[src/rtl/cr_core_pkg.sv]
// Shared definitions for cr_core: opcode values, FSM states and instruction field positions.
package cr_core_pkg;

  localparam logic [3:0] OP_ADD    = 4'd0;
  localparam logic [3:0] OP_SUB    = 4'd1;
  localparam logic [3:0] OP_AND    = 4'd2;
  localparam logic [3:0] OP_OR     = 4'd3;
  localparam logic [3:0] OP_XOR    = 4'd4;
  localparam logic [3:0] OP_SHIFT  = 4'd5;
  localparam logic [3:0] OP_LOAD   = 4'd6;
  localparam logic [3:0] OP_STORE  = 4'd7;
  localparam logic [3:0] OP_MOVE   = 4'd8;
  localparam logic [3:0] OP_JUMP   = 4'd9;
  localparam logic [3:0] OP_LOADC  = 4'd10;
  localparam logic [3:0] OP_OUT    = 4'd11;
  localparam logic [3:0] OP_JUMPZ  = 4'd12;
  localparam logic [3:0] OP_LOADCH = 4'd13;
  localparam logic [3:0] OP_HALT   = 4'd14;
  localparam logic [3:0] OP_NOP    = 4'd15;

  localparam int OPC_LSB = 12;
  localparam int EH_LSB  = 10;
  localparam int EL_LSB  = 8;
  localparam int K_LSB   = 0;

  typedef enum logic [1:0] {
    ST_FETCH  = 2'd0,
    ST_EXEC   = 2'd1,
    ST_MEM    = 2'd2,
    ST_HALTED = 2'd3
  } state_e;

endpackage

[src/rtl/cr_alu.sv]
// Combinational ALU for cr_core: ADD/SUB/AND/OR/XOR/SHIFT; any other opcode passes B through (used by MOVE).
module cr_alu
  import cr_core_pkg::*;
#(
  parameter int DATA_WIDTH = 16
) (
  input  logic [3:0]            op_i,
  input  logic [DATA_WIDTH-1:0] a_i,
  input  logic [DATA_WIDTH-1:0] b_i,
  input  logic                  shr_i,
  output logic [DATA_WIDTH-1:0] res_o,
  output logic                  zero_o
);

  localparam logic [DATA_WIDTH-1:0] WIDTH_V = DATA_WIDTH'(DATA_WIDTH);

  always_comb begin
    res_o = b_i;
    case (op_i)
      OP_ADD: res_o = a_i + b_i;
      OP_SUB: res_o = a_i - b_i;
      OP_AND: res_o = a_i & b_i;
      OP_OR:  res_o = a_i | b_i;
      OP_XOR: res_o = a_i ^ b_i;
      OP_SHIFT: begin
        if (b_i >= WIDTH_V) res_o = '0;
        else if (shr_i)     res_o = a_i >> b_i;
        else                res_o = a_i << b_i;
      end
      default: ;
    endcase
  end

  assign zero_o = (res_o == '0);

endmodule

[src/rtl/cr_core.sv]
// Multi-cycle 4-register CPU with req/ack instruction and data memory ports.
// Define CR_CORE_ZFLAG_EN to build the zero flag and a real JUMPZ; otherwise JUMPZ acts as NOP.
module cr_core
  import cr_core_pkg::*;
#(
  parameter int DATA_WIDTH      = 16,
  parameter int INST_ADDR_WIDTH = 8,
  parameter int DATA_ADDR_WIDTH = 8
) (
  input  logic                       i_clk,
  input  logic                       i_reset,
  output logic                       o_imem_req,
  output logic [INST_ADDR_WIDTH-1:0] o_imem_addr,
  input  logic                       i_imem_ack,
  input  logic [15:0]                i_imem_data,
  output logic                       o_dmem_req,
  output logic                       o_dmem_we,
  output logic [DATA_ADDR_WIDTH-1:0] o_dmem_addr,
  output logic [DATA_WIDTH-1:0]      o_dmem_wdata,
  input  logic                       i_dmem_ack,
  input  logic [DATA_WIDTH-1:0]      i_dmem_rdata,
  output logic [DATA_WIDTH-1:0]      o_out,
  output logic                       o_out_valid,
  output logic                       o_halted
);

  state_e                     state_q;
  logic [INST_ADDR_WIDTH-1:0] pc_q;
  logic [15:0]                ir_q;
  logic [DATA_WIDTH-1:0]      regs_q [4];
  logic                       imem_req_q, dmem_req_q, dmem_we_q, out_valid_q, halted_q;
  logic [DATA_ADDR_WIDTH-1:0] dmem_addr_q;
  logic [DATA_WIDTH-1:0]      dmem_wdata_q, out_q;
`ifdef CR_CORE_ZFLAG_EN
  logic                       z_q;
`endif

  logic [3:0]                 opc;
  logic [1:0]                 eh, el;
  logic [7:0]                 k;
  logic [DATA_WIDTH-1:0]      k_ext, alu_a_d, alu_b_d, alu_res;
  logic                       alu_zero;
  logic [INST_ADDR_WIDTH-1:0] pc_inc_d, jump_tgt;

  assign opc      = ir_q[OPC_LSB +: 4];
  assign eh       = ir_q[EH_LSB +: 2];
  assign el       = ir_q[EL_LSB +: 2];
  assign k        = ir_q[K_LSB +: 8];
  assign k_ext    = DATA_WIDTH'(k);
  assign pc_inc_d = pc_q + INST_ADDR_WIDTH'(1);
  assign jump_tgt = regs_q[0][INST_ADDR_WIDTH-1:0];

  // SHIFT operates on reg[eh] by k or rd; MOVE routes reg[el] through the ALU so Z is shared.
  always_comb begin
    alu_a_d = el[1] ? regs_q[1] : regs_q[0];
    alu_b_d = el[0] ? k_ext : regs_q[2];
    if (opc == OP_SHIFT) begin
      alu_a_d = regs_q[eh];
      alu_b_d = el[1] ? k_ext : regs_q[3];
    end else if (opc == OP_MOVE) begin
      alu_b_d = regs_q[el];
    end
  end

  cr_alu #(.DATA_WIDTH(DATA_WIDTH)) u_alu (
    .op_i   (opc),
    .a_i    (alu_a_d),
    .b_i    (alu_b_d),
    .shr_i  (el[0]),
    .res_o  (alu_res),
    .zero_o (alu_zero)
  );

`ifndef CR_CORE_ZFLAG_EN
  logic zero_unused;
  assign zero_unused = alu_zero;
`endif

  always_ff @(posedge i_clk) begin
    if (i_reset) begin
      state_q     <= ST_FETCH;
      pc_q        <= '0;
      for (int i = 0; i < 4; i++) regs_q[i] <= '0;
      imem_req_q  <= 1'b0;
      dmem_req_q  <= 1'b0;
      dmem_we_q   <= 1'b0;
      out_q       <= '0;
      out_valid_q <= 1'b0;
      halted_q    <= 1'b0;
`ifdef CR_CORE_ZFLAG_EN
      z_q         <= 1'b0;
`endif
    end else begin
      out_valid_q <= 1'b0;
      case (state_q)
        // Only the cycle after reset reaches FETCH with req low; every other entry arrives with req set.
        ST_FETCH: begin
          if (!imem_req_q) begin
            imem_req_q <= 1'b1;
          end else if (i_imem_ack) begin
            ir_q       <= i_imem_data;
            imem_req_q <= 1'b0;
            state_q    <= ST_EXEC;
          end
        end
        ST_EXEC: begin
          state_q    <= ST_FETCH;
          imem_req_q <= 1'b1;
          pc_q       <= pc_inc_d;
          case (opc)
            OP_ADD, OP_SUB, OP_AND, OP_OR, OP_XOR, OP_SHIFT, OP_MOVE: begin
              regs_q[eh] <= alu_res;
`ifdef CR_CORE_ZFLAG_EN
              z_q        <= alu_zero;
`endif
            end
            OP_LOADC:  regs_q[eh] <= k_ext;
            OP_LOADCH: regs_q[eh][15:8] <= k;
            OP_LOAD, OP_STORE: begin
              state_q      <= ST_MEM;
              imem_req_q   <= 1'b0;
              pc_q         <= pc_q;
              dmem_req_q   <= 1'b1;
              dmem_we_q    <= (opc == OP_STORE);
              dmem_addr_q  <= k[DATA_ADDR_WIDTH-1:0];
              dmem_wdata_q <= regs_q[eh];
            end
            OP_JUMP: pc_q <= jump_tgt;
`ifdef CR_CORE_ZFLAG_EN
            OP_JUMPZ: if (z_q) pc_q <= jump_tgt;
`endif
            OP_OUT: begin
              out_q       <= regs_q[eh];
              out_valid_q <= 1'b1;
            end
            OP_HALT: begin
              state_q    <= ST_HALTED;
              imem_req_q <= 1'b0;
              pc_q       <= pc_q;
              halted_q   <= 1'b1;
            end
            default: ;
          endcase
        end
        ST_MEM: begin
          if (i_dmem_ack) begin
            dmem_req_q <= 1'b0;
            dmem_we_q  <= 1'b0;
            if (!dmem_we_q) regs_q[eh] <= i_dmem_rdata;
            pc_q       <= pc_inc_d;
            imem_req_q <= 1'b1;
            state_q    <= ST_FETCH;
          end
        end
        ST_HALTED: ;
        default: state_q <= ST_FETCH;
      endcase
    end
  end

  assign o_imem_req   = imem_req_q;
  assign o_imem_addr  = pc_q;
  assign o_dmem_req   = dmem_req_q;
  assign o_dmem_we    = dmem_we_q;
  assign o_dmem_addr  = dmem_addr_q;
  assign o_dmem_wdata = dmem_wdata_q;
  assign o_out        = out_q;
  assign o_out_valid  = out_valid_q;
  assign o_halted     = halted_q;

endmodule

[config.mk]
export PLATFORM = sky130hd
export DESIGN_NAME = cr_core
export DESIGN_NICKNAME = d
export VERILOG_FILES = /design/src/rtl/cr_core_pkg.sv /design/src/rtl/cr_alu.sv /design/src/rtl/cr_core.sv
export SDC_FILE = /design/constraint.sdc
export NUM_CORES = 1
export LEC_CHECK = 0
export CAP_MARGIN = 0
export CORE_MARGIN = 2
export CORE_UTILIZATION = 54
export CTS_BUF_LIST = sky130_fd_sc_hd__clkbuf_16
export DETAILED_ROUTE_END_ITERATION = 8
export PLACE_DENSITY_LB_ADDON = 0.1
export SYNTH_ARGS = -nofsm -noshare
export SYNTH_HDL_FRONTEND = slang
export SYNTH_SLANG_ARGS = --single-unit
[constraint.sdc]
create_clock -name i_clk -period 5.1 [get_ports i_clk]
set_input_delay 1.02 -clock i_clk [delete_from_list [all_inputs] [get_ports i_clk]]
set_output_delay 1.02 -clock i_clk [all_outputs]
set_load 0.01 [all_outputs]
* Word level (Yosys, flattened, before mapping)
Memory sizes are Yosys's and may differ from the RTL's. A register that Yosys moved wholly into a read port is not among the register bits. Index checks and enable logic that the tools add are counted.
Word-level totals: RAM bits 64, register bits 71, bits of input ports 36, latch bits 0, bits in read-only memories 0, output and inout port bits 53, memories kept 1, word-level logic and storage cells 120
Memory list:
- regs_q | depth 4, bits a word 16, rd ports 6, clocked after memory_dff 2, wr ports 4, line cr_core.sv:30 | logic [DATA_WIDTH-1:0] regs_q [4];
Cells by class: $mul 0, eq/ne operators 20, mux-type cells 56, bitwise gates (word level) 9, div/mod/pow operators 0, order comparisons 1, add/subtract/negate cells 3, reduce and logical (&&, ||, !) cells 17, shift-type cells 2
Operators with widths (number):
- $mux W16 | 10
- $pmux W16 S6 | 1
- $mux W8 | 4
- $pmux W8 S2 | 2
- $mux W1 | 27
- $eq A4 B4 Y1 const B | 6
- $add A16 B16 Y16 | 1
- $and A16 B16 Y16 | 1
- $eq A4 B3 Y1 const B | 4
- $ge A16 B5 Y1 const B | 1
- $or A16 B16 Y16 | 1
- $reduce_or A16 Y1 | 1
- $shl A16 B16 Y16 | 1
- $shr A16 B16 Y16 | 1
- $sub A16 B16 Y16 | 1
- $xor A16 B16 Y16 | 1
- $mux W2 | 7
- $reduce_and A3 Y1 | 3
- $add A8 B1 Y8 const B | 1
- $eq A4 B2 Y1 const B | 2
- $ne A2 B2 Y1 const B | 4
- $reduce_and A4 Y1 | 2
- $reduce_or A7 Y1 | 1
- $pmux W2 S3 | 1
- 16 further kinds | 24

* Longest topological paths before layout
An unclocked memory read counts as a cell.
depth after elaboration 12, gate-level depth with buffers 25, depth with buffers taken out 20

* Modules after synthesis
Synthesis repeated with hierarchy kept, for this count alone.
Second synthesis, totals: cell total of the unflattened synthesis 1182, area total of the unflattened synthesis 11154.4 um^2
By module, submodules not included:
- cr_core | instances 1, cells an instance 625, area an instance 7264.5 um^2
- cr_alu | instances 1, cells an instance 557, area an instance 3890.0 um^2

* Worst setup path after synthesis
No wires, ideal clock.
path type reg-to-reg, start register ir_q[15], end memory regs_q[1][15] (data pin), required time 4.834 ns, period minus slack after synthesis 4.940 ns, stages on the path, launching flop included 24, slack 0.160 ns, arrival time 4.674 ns, path through edfxtp_1 -> nand4bb_1 -> clkbuf_1 -> a211oi_1 -> or3_1 -> buf_4 -> buf_2 -> buf_1 -> ha_1 -> nand2_1 -> or2_2 -> nand2_1 -> xnor2_1 -> ha_1 -> a21o_1 -> a21o_1 -> a21oi_1 -> o21ai_0 -> a211oi_1 -> o21ai_0 -> nand2_1 -> mux2i_1 -> o21ai_1 -> nor2_1
RTL lines:
- start: declaration | line cr_core.sv:29 | logic [15:0] ir_q;
- start signal: assignment | line cr_core.sv:101 | ir_q <= i_imem_data;
- end: declaration | line cr_core.sv:30

==> results.yml <==
yosys:
  ys.flop_type: "edfxtp_1"
  synth_edf_count: 104
  syn_avg_cell_area_um2: 9.393
  yosys_register_bits: 139
  synth.top_cell.area_share: 0.2909
  yosys_warnings: 0
  async_flop_share: 0
  synth.net_count: 1236
  postSynthCellCount: 1143
  synth_area_um2: 10740
  yosysMostFrequentCell: "nor2_1"
  yosysUniqueCellTypes: 85
  ys_seq_area_frac: 0.3561
  synthTopCellsByArea: "edfxtp_1 (29%), mux4_2 (6.7%), mux2i_1 (6.6%), dfxtp_1 (6.5%), ha_1 (6.5%)"
  yosysTopAreaCell: "edfxtp_1"
  yosys-top-cells-count: "nor2_1 (152), edfxtp_1 (104), nand2_1 (98), a21oi_1 (76), mux2i_1 (71)"
critical_path:
  required_ns: 5.36
  critPathCaptureType: "flip-flop"
  critPathMaxFanout: 9
  cp-startpoint: "ir_q[13]"
  start_kind: "flip-flop"
  arrival_ns: 5.15
  worstSetupPathType: "flip-flop to flip-flop"
  r2r-start: "ir_q[13]"
timing:
  drv_slew: 0
  tightest_slew_ns: 1.316
  finalSetupViolCount: 0
  grt_setup_unrepaired: "no"
  relSlewSlack: 0.1162
  fin_setup_tns_ns: 0
  hold_viol_final: 0
  holdWs_ns: 0.4823
  clock_skew_ns: 0.01714
  finalCritPeriodShare: 0.9583
  max_freq_mhz: 204.6
  period_minus_slack_ns: 4.887
placement:
  gp_congestion: 1.040
  placed_area_um2: 12260
  hpwl_um: 29770
  port_buffers: 88
drt:
  first_iter_violations: 1128
  post_drt_wl_per_cell_um: 25.77
  totalWireLength_um: 39510
  antenna_left: 0
  via_per_inst: 6.697
  vias: 10267
  drc: 0
  firstDrtPassIters: 6
clock_network:
  clock_latency_ns: 0.44
  cts.sinks: 139
  postCtsHoldBufs: 0
  htree_levels: 4
  cts_tree: "yes"
  root_buffer: "clkbuf_16"
  cts_buffer_depth: 2
  cts.clk_slew.worst_paths_ns: 0.07
  cts_buffers: 17
power_and_ir_drop:
  power.leakage_nw: 5.185
  p_per_area_nw_per_um2: 268.2
  peakVddDrop_mv: 0.2318
min_path:
  hold_path.class: "flip-flop to flip-flop"
  min_from: "o_halted"
die:
  core_um2: 19460
  dieArea_um2: 21030
  rows: 51
  io_pins: 89
  floorplan.initialDensity: 0.5517
  die_w_um: 145.0
  die_h_um: 145.0
finish:
  n_antenna_cell: 0
  nFillCells: 1607
  multi_input_area_um2: 6440
  drive_gt1_frac: 0.1601
  finalCoreUtilization: 0.6615
  syn_to_final_growth_pct: 19.90
  regArea_um2: 3824
  layout.nets: 1348
  final_area_um2: 12870
grt:
  antenna_found_initial: 0
  gr-usage-all-layers: 0.3749
  grt_max_degree: 31
  grt_first_pass_wirelength_um: 60250
  overflow: 0
  grt_pass1_vias: 9916
status:
  status: "finished clean"
run:
  cap_violations: 0
-- worst max-delay path, stage by stage, from the launching register on --
cell and delay [ns]:
edfxtp_1 0.48, or4b_4 0.64, nor2_1 0.11, a211o_1 0.33, ha_1 0.30, nand2_1 0.12, or2_2 0.33, nand2_1 0.11
xnor2_1 0.13, ha_1 0.31, a21o_1 0.20, a21o_1 0.18, a21oi_1 0.19, a21boi_0 0.27, xnor2_1 0.20, a221oi_2 0.11
a21oi_1 0.28, o2111ai_2 0.22, nor2_1 0.19
-- where the power goes --
part / total [W] / switching [W] / internal [W] / leakage, nW
combinational: 0.000923 / 0.000552 / 0.000371 / 3.60
clock: 0.00119 / 0.000512 / 0.000680 / 0.287
sequential: 0.00134 / 0.0000569 / 0.00128 / 1.30
total: 0.00345 / 0.00112 / 0.00233 / 5.18
-- cell usage in the layout, fill, tap and decap left out, types with 14 or more instances in the layout --
master           Yosys  routed
nor2_1             152     151
edfxtp_1           104     104
nand2_1             98      98
clkdlybuf4s50_1      0      88
buf_4                2      79
a21oi_1             76      76
mux2i_1             71      71
ha_1                56      56
inv_1               51      52
o21ai_0             47      47
dfxtp_1             35      35
mux4_2              32      32
xnor2_1             24      24
a211oi_1            24      23
mux2_2              22      22
nand3_1             22      22
clkbuf_16            0      19
o211ai_1            17      17
nor3_1              17      15
a31oi_1             14      14
-- logic make-up after synthesis --
logic type	after synthesis	synth area share
AO/OA/AOI/OAI	293	0.1877
adder cells (fa/ha/maj)	57	0.06712
buffers and inverters	134	0.05197
AND/OR/NAND/NOR	364	0.1542
flip-flops	139	0.3561
multiplexers	130	0.1616
XOR/XNOR	26	0.02121
-- through the flow --
stage / cells / power, W / worst slack, ns
2_1_floorplan: 1143 / 0.001921 / 0.1603
3_3_place_gp: 1498 / 0.002241 / 0.1845
3_5_place_dp: 1498 / 0.002243 / 0.1525
4_1_cts: 1530 / 0.003424 / 0.1181
5_1_grt: 1533 / 0.003566 / 0.02514
6_report: 1533 / 0.003452 / 0.2128
-- final timing paths --
kind | end | slack, ns | cells past startpoint
worst min-delay path | o_halted | 0.48 | 2
worst min register to register | o_halted | 0.48 | 2
worst max register to register | regs_q[1][11] | 0.21 | 18
worst max-delay path | regs_q[1][11] | 0.21 | 18
-- layout make-up --
cell class              count  area share
well taps                 265     0.02576
clock inverters            13    0.006803
repair buffers            168      0.1160
flip-flops and latches    139      0.2970
clock buffers              19     0.03693
inverters                  59     0.01720
multi-input cells         870      0.5002
-- registers in the layout (all words and copies together) (netlist names), named ones only --
signal,flops
o_halted,1
o_dmem_we,1
o_out_valid,1
o_dmem_addr,8
o_imem_req,1
o_dmem_req,1
o_imem_addr,8
o_out,16
o_dmem_wdata,16
ir_q,16
regs_q,64
state_q,2
-- repair_timing --
action                                  in CTS  in global routing
endpoints found under the setup margin       0                 23
buffers inserted                             0                  3
resized for setup                            0                  7
-- routing by layer --
| layer | wire length (um) | share of wire | track usage | vias up |
|---|---|---|---|---|
| met5 | 0 | 0 | 0 | - |
| met4 | 1851 | 0.047 | 0.1574 | 0 |
| met3 | 4024 | 0.10 | 0.07673 | 121 |
| met2 | 17880 | 0.45 | 0.5890 | 669 |
| met1 | 15750 | 0.40 | 0.5063 | 4976 |
| li1 | - | - | - | 4501 |
Power figures use the tool's default switching activity.
